$ cat src/rtl/ldpc15_pkg.sv
// Shared constants, FSM state type and H715 parity-check rows for the (15,7)
// cyclic code; imported by the encoder and the downstream majority-logic corrector.
package ldpc15_pkg;

  localparam int N = 15;
  localparam int K = 7;
  localparam logic [8:0] G_POLY = 9'h1D1;

  typedef enum logic [1:0] {
    IDLE,
    SHIFT,
    DONE
  } state_t;

  // Row i checks parity bit cw[i] against the message bits that feed it.
  localparam logic [7:0][14:0] H715_ROWS = {
    15'h4580,  // row 7: bits 7, 8, 10, 14
    15'h6740,  // row 6: bits 6, 8, 9, 10, 13, 14
    15'h7620,  // row 5: bits 5, 9, 10, 12, 13, 14
    15'h3B10,  // row 4: bits 4, 8, 9, 11, 12, 13
    15'h5808,  // row 3: bits 3, 11, 12, 14
    15'h2C04,  // row 2: bits 2, 10, 11, 13
    15'h1602,  // row 1: bits 1, 9, 10, 12
    15'h0B01   // row 0: bits 0, 8, 9, 11
  };

  function automatic logic [7:0] h715_syndrome(input logic [14:0] c);
    logic [7:0] s;
    s = 8'h00;
    for (int i = 0; i < 8; i++) begin
      s[i] = ^(c & H715_ROWS[i]);
    end
    return s;
  endfunction

endpackage

$ cat src/rtl/ldpc15_lfsr_div.sv
// Serial polynomial divider by g(x); after K shifts r holds the parity remainder.
module ldpc15_lfsr_div
  import ldpc15_pkg::*;
(
  input  logic       clk,
  input  logic       rst,
  input  logic       clr,
  input  logic       shift_en,
  input  logic       din,
  output logic [7:0] r
);

  logic w_fb;

  assign w_fb = din ^ r[7];

  // NOTE: sequential state uses non-blocking assignments so every flop samples
  // pre-edge values; blocking here would create order-dependent simulation.
  always_ff @(posedge clk) begin
    if (rst) begin
      r <= 8'h00;
    end else if (clr) begin
      r <= 8'h00;
    end else if (shift_en) begin
      r <= {r[6:0], 1'b0} ^ (w_fb ? G_POLY[7:0] : 8'h00);
    end
  end

endmodule

$ cat src/rtl/ldpc15_encoder.sv
// Systematic (15,7) cyclic encoder with valid/ready in and out.
// Optional self-check syndrome enabled by defining LDPC15_ENC_SELFCHECK_EN.
module ldpc15_encoder
  import ldpc15_pkg::*;
(
  input  logic         clk,
  input  logic         rst,
  input  logic         in_valid,
  output logic         in_ready,
  input  logic [K-1:0] msg,
  output logic         out_valid,
  input  logic         out_ready,
  output logic [N-1:0] cw,
  output logic         chk_err
);

  state_t       r_state;
  state_t       w_state_nxt;
  logic [K-1:0] r_msg;
  logic [2:0]   r_step;
  logic [7:0]   w_rem;
  logic         w_clr;
  logic         w_shift;

  // NOTE: every signal written here gets a default first, so no path through
  // the case can leave one unassigned and infer a latch.
  always_comb begin
    w_state_nxt = r_state;
    in_ready    = 1'b0;
    out_valid   = 1'b0;
    w_clr       = 1'b0;
    w_shift     = 1'b0;
    case (r_state)
      IDLE: begin
        in_ready = 1'b1;
        if (in_valid) begin
          w_clr       = 1'b1;
          w_state_nxt = SHIFT;
        end
      end
      SHIFT: begin
        w_shift = 1'b1;
        if (r_step == 3'd6) begin
          w_state_nxt = DONE;
        end
      end
      DONE: begin
        out_valid = 1'b1;
        if (out_ready) begin
          w_state_nxt = IDLE;
        end
      end
      default: w_state_nxt = IDLE;
    endcase
  end

  always_ff @(posedge clk) begin
    if (rst) begin
      r_state <= IDLE;
    end else begin
      r_state <= w_state_nxt;
    end
  end

  // Rotating the message K times feeds it MSB first and leaves it back in
  // place, so no separate holding register is needed for the codeword.
  always_ff @(posedge clk) begin
    if (rst) begin
      r_msg  <= '0;
      r_step <= 3'd0;
    end else if (w_clr) begin
      r_msg  <= msg;
      r_step <= 3'd0;
    end else if (w_shift) begin
      r_msg <= {r_msg[K-2:0], r_msg[K-1]};
      if (r_step != 3'd6) begin
        r_step <= r_step + 3'd1;
      end
    end
  end

  ldpc15_lfsr_div u_lfsr_div (
    .clk      (clk),
    .rst      (rst),
    .clr      (w_clr),
    .shift_en (w_shift),
    .din      (r_msg[K-1]),
    .r        (w_rem)
  );

  assign cw = {r_msg, w_rem};

`ifdef LDPC15_ENC_SELFCHECK_EN
  assign chk_err = (|h715_syndrome(cw)) && out_valid;
`else
  assign chk_err = 1'b0;
`endif

endmodule

$ cat config.mk
export PLATFORM = sky130hd
export DESIGN_NAME = ldpc15_encoder
export DESIGN_NICKNAME = d
export VERILOG_FILES = /design/src/rtl/ldpc15_pkg.sv /design/src/rtl/ldpc15_lfsr_div.sv /design/src/rtl/ldpc15_encoder.sv
export SDC_FILE = /design/constraint.sdc
export NUM_CORES = 1
export LEC_CHECK = 0
export ABC_AREA = 1
export CORE_ASPECT_RATIO = 0.7
export CORE_UTILIZATION = 46
export DETAILED_ROUTE_END_ITERATION = 10
export PLACE_DENSITY = 0.78
export SETUP_SLACK_MARGIN = 0.02
export SYNTH_ARGS = -nofsm -noshare
export SYNTH_HDL_FRONTEND = slang
export SYNTH_HIERARCHICAL = 1
export SYNTH_SLANG_ARGS = --single-unit
$ cat constraint.sdc
create_clock -name clk -period 1.7 [get_ports clk]
set_input_delay 0.17 -clock clk [delete_from_list [all_inputs] [get_ports clk]]
set_output_delay 0.17 -clock clk [all_outputs]
set_load 0.03 [all_outputs]
==> flow_summary.ini, run 1 <==
[layout]
fin_area_mm2 = 0.00137
fin_cells = 193
multi_input_area_um2 = 492
fillCellCount = 160
final_util_pct = 69.8
nNetsFinal = 177
drive_above_1_share_pct = 17.8
diodes = 0
syn2layout_area_growth_pct = 35.6
regArea_um2 = 400

[clock_network]
cts_max_level = 1
cts_made_buffers = 3
cts_buffer_depth = 2
cts_tree = built
cts_root_buf = clkbuf_4
clk_pin_slew_worst_paths_ns = 0.12
cts_setup_buffers = 0
cts_hold_buf = 0
cts.sinks = 20
insertion_delay_ns = 0.30

[worst_setup_path]
cp_top_family = simple AND/OR/NAND/NOR gates
r2r_start = r_state[1]
cp_num_buf_inv = 3
r2r_end = u_lfsr_div/r[4]
worst_r2r_path_depth = 8
worstPathRequired_ns = 1.95
critPathMaxStageDelay_ns = 0.48
cp_cell_sequence = nor2_4 > buf_4 > nand2_4 > inv_2 > or2_1 > a21oi_2 > nand2_1 > inv_1
end_kind = flip-flop
critPathSlowestCell = dfxtp_1
cp-start-kind = flip-flop
cp_max_fo = 9
rrSetupSlack_ns = 0.11
crit_type = reg -> reg
critPathArrivalTime_ns = 1.84

[hold_path]
min_to = r_msg[1]
holdCritStartpoint = msg[1]
hold_path_depth = 3
hp-class = in -> reg

[logic_synthesis]
yosys-top-cells-count = nand2_1, dfxtp_1, nand3_1
yosys_warnings = 6
synth.area.top_cells = dfxtp_1, nand2_1, nand3_1
synth-seq-cells = 20
netlist_instances = 131
ys_types = 22
yosysMostFrequentCell = nand2_1
syn_nets = 144
yosys.area.top_type_share_pct = 39.5
synth_flop_cell = dfxtp_1
synth_area_per_cell_um2 = 7.74
yosysTopAreaCell = dfxtp_1
syn_area_mm2 = 0.00101
async_flop_share_pct = 0
synth_edf_count = 0
yosysSeqAreaShare_pct = 39.5

[die]
die_area_mm2 = 0.00240
core-area_mm2 = 0.00197
fp-row-count = 13
start_util_pct = 51.5
boundaryPins = 29
dieWidth_um = 58.1
die_h_um = 41.3

[timing]
tns_ns = 0
setup_viol = 0
fin_ws_ns = 0.107
fin_hold_ws_ns = 0.457
rsz0062_at_grt = false
fin_skew_ns = 0.00868
hold_viol = 0
fmax_ghz = 0.628
min_period_ns = 1.59
drv_slew = 0
min_period_over_period_pct = 93.7

[detailed_routing]
wl_per_cell_um = 12.3
dr.pass1.iters = 4
drc = 0
drtIter0Drc = 54
ant_nets = 0
drt-total-wl_um = 2380
vias = 959
via_per_inst = 4.97

[global_routing]
grt_use_total_pct = 22.2
grt-ovfl-total = 0
grt_pass1_vias = 876
grt_pass1_wl_um = 3770
grt_max_degree = 13
antenna_found_initial = 0

[power]
vdd.ir_drop.worst_mv = 0.525
p_total_mw = 1.18
power_density_mw_per_mm2 = 858
p_leak_nw = 0.581

[placement]
dpl_cell_area_mm2 = 0.00132
dp_cells = 189
dp_hpwl_um = 1760
place_ws_ns = 0.233
port-buffer-count = 27
globalplace.congestion = 0.802

[job]
max-cap-violations = 0

[run_status]
status = finished, final reports clean
## worst register-to-register path, stage by stage (launching register included)
cell,delay (ns)
dfxtp_1,0.48
nor2_4,0.07
buf_4,0.18
nand2_4,0.07
inv_2,0.03
or2_1,0.37
a21oi_2,0.21
nand2_1,0.10
inv_1,0.05
## registers in the layout, summed over array words and instances (netlist names)
signal	cells
r_step	3
u_lfsr_div/r	8
r_state	2
r_msg	7
## final cells by class
cell class / instances / share of cell area (%)
inverter: 20 / 5.56
tap: 30 / 2.73
clock inverter: 1 / 2.19
clock buffer: 3 / 1.64
timing repair buffer: 33 / 23.0
sequential: 20 / 29.1
multi-input combinational: 86 / 35.8
## metal layers
| metal | track usage (%) | share of wire [%] | vias to the layer above |
|---|---|---|---|
| li1 | - | - | 486 |
| met1 | 27.3 | 48 | 430 |
| met2 | 36.2 | 44 | 37 |
| met3 | 7.57 | 6.3 | 6 |
| met4 | 10.7 | 2.1 | 0 |
| met5 | 0 | 0 | - |
## how the worst max path moves through the flow
stage | startpoint | to | slack (ns) | cells after the start
3_3_place_gp | in_valid | u_lfsr_div/r[4] | 0.26 | 7
4_1_cts | r_msg[6] | cw[14] | 0.03 | 1
6_report | r_state[1] | u_lfsr_div/r[4] | 0.11 | 8
2_1_floorplan | r_state[1] | u_lfsr_div/r[4] | 0.46 | 8
3_5_place_dp | r_state[1] | u_lfsr_div/r[4] | 0.23 | 8
5_1_grt | r_state[1] | u_lfsr_div/r[4] | 0.04 | 8
## repair_timing
action                                  CTS  global route
endpoints found under the hold margin     0             0
pin swaps                                 0             0
gates resized for setup                   2             1
endpoints found under the setup margin    2             1
## power breakdown
part	switching [mW]	internal (mW)
registers	0.0228	0.494
clock network	0.147	0.238
logic	0.164	0.113
## cell usage in the layout (no fill, tap or decap), types with 5 or more instances in the layout
cell type | synthesis | layout
nand3_1 | 17 | 17
a31oi_1 | 8 | 8
buf_4 | 1 | 6
nor2_1 | 5 | 5
clkdlybuf4s50_1 | 0 | 24
nand2_1 | 33 | 33
dfxtp_1 | 20 | 20
inv_1 | 16 | 16
a21oi_2 | 7 | 7
## logic make-up (layout without fill, tap and decap cells)
family | count (synthesis) | count (layout) | synth area share (%)
adder cells (fa/ha/maj) | 2 | 2 | 2.47
flip-flops | 20 | 20 | 39.5
AO/OA/AOI/OAI | 21 | 21 | 16.4
other | 1 | 1 | 0.370
XOR/XNOR | 1 | 1 | 0.864
buffers and inverters | 25 | 57 | 12.0
AND/OR/NAND/NOR | 61 | 61 | 28.4
(Power assumes the default switching activity.)
==> inputs of run 2 (changes only) <==
--- a/config.mk
+++ b/config.mk
@@ -7,6 +7,7 @@
 export LEC_CHECK = 0
 export ABC_AREA = 1
 export CORE_ASPECT_RATIO = 0.7
+export CORE_MARGIN = 5
 export CORE_UTILIZATION = 46
 export DETAILED_ROUTE_END_ITERATION = 10
 export PLACE_DENSITY = 0.78
==> flow_summary.ini, run 2 (synthesis results as in run 1) <==
[timing]
rsz0062_at_grt = false
tns_ns = 0
min_period_ns = 1.55
setup_viol = 0
drv_slew = 0
min_period_over_period_pct = 91.2
fin_skew_ns = 0.00138
fmax_ghz = 0.645
hold_viol = 0

[layout]
mostFrequentLayoutCells = nand2_1, clkdlybuf4s50_1, dfxtp_1
syn2layout_area_growth_pct = 32.7
drive_above_1_share_pct = 16.8
final_common_cell = nand2_1
largest_registers = u_lfsr_div/r x8, r_msg x7, r_step x3
largest_register_ffs = 8
regMostFlops = u_lfsr_div/r
fillCellCount = 188
nNetsFinal = 175
final_util_pct = 63.5
fin_cells = 193
diodes = 0

[global_routing]
antenna_found_initial = 0
met1_usage_pct = 18.1
grt-ovfl-total = 0
top_usage_layer = met2
grt_use_total_pct = 14.5
grt_max_degree = 13
grt_pass1_vias = 853
met2_usage_pct = 22.4
met3_usage_pct = 5.53
grt_pass1_wl_um = 3700

[detailed_routing]
via_per_inst = 4.77
wl_per_cell_um = 10.9
dr.pass1.iters = 4
drc = 0
ant_nets = 0
vias = 920
drt-total-wl_um = 2100
drtIter0Drc = 132

[die]
core-area_mm2 = 0.00212
fp-row-count = 14
die_h_um = 49.3
start_util_pct = 47.8
dieWidth_um = 66.1
boundaryPins = 29
die_area_mm2 = 0.00326

[clock_network]
cts_hold_buf = 0
cts_max_level = 1
insertion_delay_ns = 0.30
cts_resized = 2
cts_made_buffers = 3
cts_setup_buffers = 0
cts_tree = built
cts_root_buf = clkbuf_4
clk_pin_slew_worst_paths_ns = 0.11
cts.sinks = 20
cts_buffer_depth = 2

[run_status]
status = finished, final reports clean

[worst_setup_path]
cp-start-kind = flip-flop
critPathMaxStageDelay_ns = 0.69
cp_top_family = buffers and inverters
end_kind = primary output
cp_cell_sequence = clkdlybuf4s50_1
r2r_start = r_state[1]
worstPathRequired_ns = 1.53
critPathArrivalTime_ns = 1.38
cp_num_buf_inv = 1
critPathSlowestCell = clkdlybuf4s50_1
cp_max_fo = 4
crit_path_start = u_lfsr_div/r[7]
crit_type = reg -> out

[power]
vdd.ir_drop.worst_mv = 0.522
p_leak_nw = 0.565
power_density_mw_per_mm2 = 780
p_total_mw = 1.05

[placement]
port-buffer-count = 27
dp_hpwl_um = 1650
dp_cells = 189
globalplace.congestion = 0.772

[hold_path]
hp-class = in -> reg
holdCritStartpoint = msg[0]

[job]
max-cap-violations = 0
run 2: path summary, 6_finish.rpt:
kind / end / slack [ns] / cells after the start
worst min register to register: u_lfsr_div/r[2] / 0.49 / 2
worst max-delay path: cw[7] / 0.15 / 1
worst max register to register: u_lfsr_div/r[4] / 0.33 / 7
worst min-delay path: r_msg[0] / 0.46 / 3
run 2: power by group:
group / internal (mW) / total (mW) / switching (mW)
logic: 0.108 / 0.262 / 0.154
registers: 0.494 / 0.515 / 0.0213
clock network: 0.131 / 0.272 / 0.141
run 2: worst reg2reg max path, cell delays in order, from the launching register on:
cell and delay [ns]:
dfxtp_1 0.46, nor2_4 0.11, nand2_4 0.08, inv_2 0.03
or2_1 0.37, a21oi_2 0.16, nand2_1 0.07, inv_1 0.05
run 2: per-layer routing:
metal	routed length [um]	share of wire, %
met5	0	0
met3	162	7.7
met1	1010	48
met2	899	43
met4	27	1.3
run 2: area by class of cell:
type,count,area [um2],area share [%]
clock buffers,4,36.3,2.70
inverters,20,76.3,5.67
multi-input cells,86,492,36.6
flip-flops and latches,20,400,29.8
well taps,32,40.0,2.98
repair buffers,31,300,22.3
run 2: through the flow:
stage / area (um2) / worst slack (ns) / hold slack [ns]
6_report: 1350 / 0.150 / 0.464
3_5_place_dp: 1310 / 0.217 / 0.475
5_1_grt: 1350 / 0.0614 / 0.451
2_1_floorplan: 1010 / 0.461 / 0.355
4_1_cts: 1340 / 0.0506 / 0.458
3_3_place_gp: 1310 / 0.223 / 0.471
==> RTL edit 1 (settings of run 1) <==
Re-encode `state_t` (3 states) as one-hot, 3 bits wide.
--- a/src/rtl/ldpc15_pkg.sv
+++ b/src/rtl/ldpc15_pkg.sv
@@ -6,10 +6,10 @@
   localparam int K = 7;
   localparam logic [8:0] G_POLY = 9'h1D1;
 
-  typedef enum logic [1:0] {
-    IDLE,
-    SHIFT,
-    DONE
+  typedef enum logic [2:0] {
+    IDLE  = 3'b001,
+    SHIFT = 3'b010,
+    DONE  = 3'b100
   } state_t;
 
   // Row i checks parity bit cw[i] against the message bits that feed it.
Behaviour: same outputs for any inputs over 10 cycles, from zero or initial values and one cycle with rst high; not proved beyond that.
==> RTL edit 1 against run 1 <==
  * Setup slack lost 23 ps
  * Critical path depth shrank 7
  * Power grew 16%
  * Wire length is the same
  * Design area grew 4.8%
  * Synthesized cell count grew 15%
  * Die area grew 13%
  * Via count grew 12%
  * Non-clock buffer count shrank 3
  * Sequential cell count grew 1
  * Count of clock-buffer cells in the layout grew 1
  * Critical path type is now reg -> out
  * Clock power shrank 39%
  * Synthesized area grew 13%
  * Sequential power grew 16%
==> RTL edit 1: results (changes against run 1) <==
First-pass DRT Iterations 4 (unchanged); Compound-Gate Fraction of Synth Area 15.4% (was 16.4%); Max VDD drop 0.584 mV (was 0.525 mV); ANT cells 0 (unchanged); Bufs on Longest Clock Path 2 (unchanged); largest net degree at the start of global routing 18 (was 13); final net count 193 (was 177); Worst path top cell family by delay buffers and inverters (was simple AND/OR/NAND/NOR gates); Routed Wire Length 2380 um (unchanged); XOR/XNOR Fraction of Synth Area 0.763% (was 0.864%); Top reg by flops u_lfsr_div/r (unchanged); Post-synth top cells nand2_1 (31), dfxtp_1 (21), inv_1 (21) (was nand2_1 (33), dfxtp_1 (20), nand3_1 (17)); HPWL after DPL 1890 um (was 1760 um); antenna violations before repair 0 (unchanged); ys flop type dfxtp_1 (unchanged); adder-cell area share of the yosys netlist 2.18% (was 2.47%); first-pass GRT wire length 3770 um (unchanged); Design Area, Final 0.00144 mm^2 (was 0.00137 mm^2); setup bufs post-CTS 0 (unchanged); vias in the first global route 898 (was 876); outcome complete, no violations (unchanged); layout cells sized above 1 12.8% (was 17.8%); synth unique cells 25 (was 22); mux contribution to synthesized area 0% (unchanged); Post-synth ARST share 0% (unchanged); Reg clk slew, reported paths 110 ps; Hold Crit Class in -> reg (unchanged); Slowest cell on crit path clkdlybuf4s50_1 (was dfxtp_1); Post-Syn Nets 164 (was 144); CTS buffer count 3 (unchanged); Final Hold Fails 0 (unchanged); htree depth 1 (unchanged); GPL Wtd Cong 0.909 (was 0.802); latest clock arrival within the worst-skew pair 300 ps (about the same); total global-route track usage 19.2% (was 22.2%); Yosys warning total 6 (unchanged); Leak 0.000601 uW (was 0.000581 uW); register area share after synthesis 36.6% (was 39.5%); biggest regs u_lfsr_div/r (8), r_msg (7) (was u_lfsr_div/r (8), r_msg (7), r_step (3)); Switching Share 38.8% (was 28.3%); dominant cells by area after synthesis dfxtp_1 (37%), nand2_1 (10%), nand3_1 (7.8%) (was dfxtp_1 (40%), nand2_1 (12%), nand3_1 (8.4%)); Root Buffer clkbuf_4 (unchanged); fill count 197 (was 160); clock skew 6.74 ps (was 8.68 ps); via count 1073 (was 959); Buffers on Ports 27 (unchanged); crit path DAT 1450 ps (was 1840 ps); Crit Path Max Fanout 6 (was 9); CP peak stage delay 710 ps (was 480 ps); DRT iter0 DRCs 60 (was 54)
[RTL edit 1: worst paths after layout]
path,start,to,slack (ps),depth (start not counted)
max,r_msg[6]$_SDFFE_PP0P_,cw[14],80,1
min,msg[1],r_msg[1]$_SDFFE_PP0P_,480,3
max reg2reg,r_state[2]$_SDFFE_PP0P_,u_lfsr_div/r[7]$_SDFFE_PP0P_,230,8
min reg2reg,u_lfsr_div/r[2]$_SDFFE_PP0P_,u_lfsr_div/r[2]$_SDFFE_PP0P_,490,2
[RTL edit 1: layer usage]
| metal | vias to the layer above | part of all wire, % | track usage, % |
|---|---|---|---|
| met3 | 2 | 7.1 | 6.27 |
| li1 | 547 | - | - |
| met2 | 46 | 47 | 31.0 |
| met5 | - | 0 | 0 |
| met4 | 0 | 0.55 | 4.00 |
| met1 | 478 | 45 | 25.2 |
[RTL edit 1: cell families (layout without fill, tap and decap cells)]
group / Yosys count / in the layout
simple gates: 69 / 69
buf+inv: 30 / 58
compound gates: 27 / 27
flops: 21 / 21
fa+ha+maj: 2 / 2
other cells: 1 / 1
xor+xnor: 1 / 1
[RTL edit 1: worst register-to-register path, stage by stage (launching register included)]
cell and delay, ps:
dfxtp_1 360, inv_1 90, buf_4 190, nand3_4 80, inv_1 40, or2_1 380, a21oi_2 190, nand2_1 70
inv_1 40
[RTL edit 1: area by class of cell]
type / instances / area share, %
clock buffers: 4 / 1.82
inverters: 24 / 6.60
flip-flops and latches: 21 / 29.3
repair buffers: 30 / 19.9
well taps: 32 / 2.78
multi-input cells: 100 / 39.6
[RTL edit 1: power by group through the flow]
stage	logic, uW	registers [uW]	clock network [uW]
after global routing	569	608	273
after global placement	524	609	0
after floorplan	328	665	0
final	529	601	235
after CTS	534	601	246
after detailed placement	536	611	0
[RTL edit 1: stage by stage]
stage | std cells | setup WS, ps
floorplan | 151 | 326
global placement | 207 | 114
detailed placement | 207 | 69.6
CTS | 211 | 69.2
global route | 211 | 33.7
finish | 211 | 84.1
[RTL edit 1: what timing repair did]
item                       4_1_cts  5_1_grt
gates resized for setup          4        1
gates cloned                     0        0
pin swaps                        0        0
setup endpoints to repair        2        1
==> RTL edit 2 (config.mk and constraints of run 1) <==
Without the edit above. Add a define of `LDPC15_ENC_SELFCHECK_EN`.
--- a/src/rtl/ldpc15_encoder.sv
+++ b/src/rtl/ldpc15_encoder.sv
@@ -1,5 +1,7 @@
 // Systematic (15,7) cyclic encoder with valid/ready in and out.
 // Optional self-check syndrome enabled by defining LDPC15_ENC_SELFCHECK_EN.
+`define LDPC15_ENC_SELFCHECK_EN
+
 module ldpc15_encoder
   import ldpc15_pkg::*;
 (
Function: same outputs for any inputs over 10 cycles, from zero or initial values and one cycle with rst high; that may be too few to reach the edited logic, so the function may still have changed.
==> RTL edit 2 against run 1 <==
  * Design area rose by 37%
  * Wire length rose by 39%
  * Die area rose by 38%
  * Sequential share of layout area fell by 6.4 points
  * Sequential cell count did not move
  * Maximum frequency fell by 4.4%
  * Power rose by 25%
  * Setup slack got worse by 74 ps
  * Critical path depth rose by 4
  * Synthesized area rose by 40%
  * Count of clock-buffer cells in the layout did not move
  * Critical path type is now reg -> out
  * Highest routed layer unchanged
==> RTL edit 2: results (changes against run 1) <==
R2R depth 6 (was 8); Min-Delay Path Depth 2 (was 3); combinational power share 40.3% (was 23.5%); r2r startpoint r_state[0]$_SDFFE_PP0P_ (was r_state[1]$_SDFFE_PP0P_); Hold Crit Class reg -> reg (was in -> reg); power per cell area 786 mW/mm^2 (was 858 mW/mm^2); layout cells sized above 1 19.8% (was 17.8%); CTS buffer count 3 (unchanged); Slowest cell on crit path dfxtp_4 (was dfxtp_1); Crit Path Max Fanout 8 (was 9); dominant cells by area after synthesis nand2_1 (30%), dfxtp_1 (28%), inv_1 (7.7%) (was dfxtp_1 (40%), nand2_1 (12%), nand3_1 (8.4%)); largest net degree at the start of global routing 17 (was 13); synth unique cells 23 (was 22); clock skew 4.71 ps (was 8.68 ps); Worst Setup SP r_msg[2]$_SDFFE_PP0P_ (was r_state[1]$_SDFFE_PP0P_); minimum clock period 1670 ps (was 1590 ps); register area share after synthesis 28.2% (was 39.5%); final net count 288 (was 177); reg-to-reg setup timing slack 270 ps (was 110 ps); total global-route track usage 21.8% (was 22.2%); placed cells 302 (was 189); Placed Area 0.00171 mm^2 (was 0.00132 mm^2); Reg clk slew, reported paths 70 ps (was 120 ps); DRT iter0 DRCs 83 (was 54); first-pass GRT wire length 5440 um (was 3770 um); outcome complete, no violations (unchanged); hold wc startpoint r_step[2]$_SDFFE_PP0N_ (was msg[1]); Leak 0.000909 uW (was 0.000581 uW); Max VDD drop 0.625 mV (was 0.525 mV); Clk. pwr 312 uW (was 385 uW); latest clock arrival within the worst-skew pair 260 ps (was 300 ps); Post-synth top cells nand2_1 (114), inv_1 (29), dfxtp_1 (20) (was nand2_1 (33), dfxtp_1 (20), nand3_1 (17)); Non-Filler Instances 309 (was 193); reg-to-reg endpoint u_lfsr_div/r[3]$_SDFFE_PP0P_ (was u_lfsr_div/r[4]$_SDFFE_PP0P_); hold worst-path end r_step[2]$_SDFFE_PP0N_ (was r_msg[1]$_SDFFE_PP0P_); biggest regs u_lfsr_div/r (8), r_msg (7), r_step (3) (unchanged); crit path DAT 1500 ps (was 1840 ps); CP peak stage delay 420 ps (was 480 ps); worst hold slack 468 ps (was 457 ps); vias in the first global route 1207 (was 876); Root Buffer clkbuf_8 (was clkbuf_4); Buffers on Ports 28 (was 27); HPWL after DPL 2540 um (was 1760 um); via count 1521 (was 959); GPL Wtd Cong 0.887 (was 0.802); Switching Share 38.8% (was 28.3%); Worst Setup EP chk_err (was u_lfsr_div/r[4]$_SDFFE_PP0P_); Post-Syn Nets 256 (was 144); ys flop type dfxtp_1 (unchanged)
## RTL edit 2: cells by family after synthesis
kind of cell	synth area share, %
adders and majority gates	1.76
and+or+nand+nor	43.2
buffers and inverters	14.8
xor gates and xnor gates	1.23
AOI/OAI and AO/OA	10.8
DFF	28.2
## RTL edit 2: area by class of cell
class	instances	area, um^2	share of cell area (%)
multi-input combinational	177	871	46.3
sequential	20	427	22.7
timing repair buffer	36	352	18.7
inverter	37	144	7.66
clock buffer	3	41.3	2.20
tap	36	45.0	2.40
## RTL edit 2: routing by layer
layer,global-route usage (%),vias up,routed length (um)
met3,4.95,5,201
met5,0,-,0
li1,-,803,-
met1,34.5,673,1790
met2,29.1,40,1290
met4,5.56,0,27
## RTL edit 2: repair_timing
action | CTS | global route
resized for setup | 20 | 18
pin swaps | 6 | 9
setup endpoints to repair | 3 | 3
setup buffers | 4 | 0
hold buffers | 0 | 0
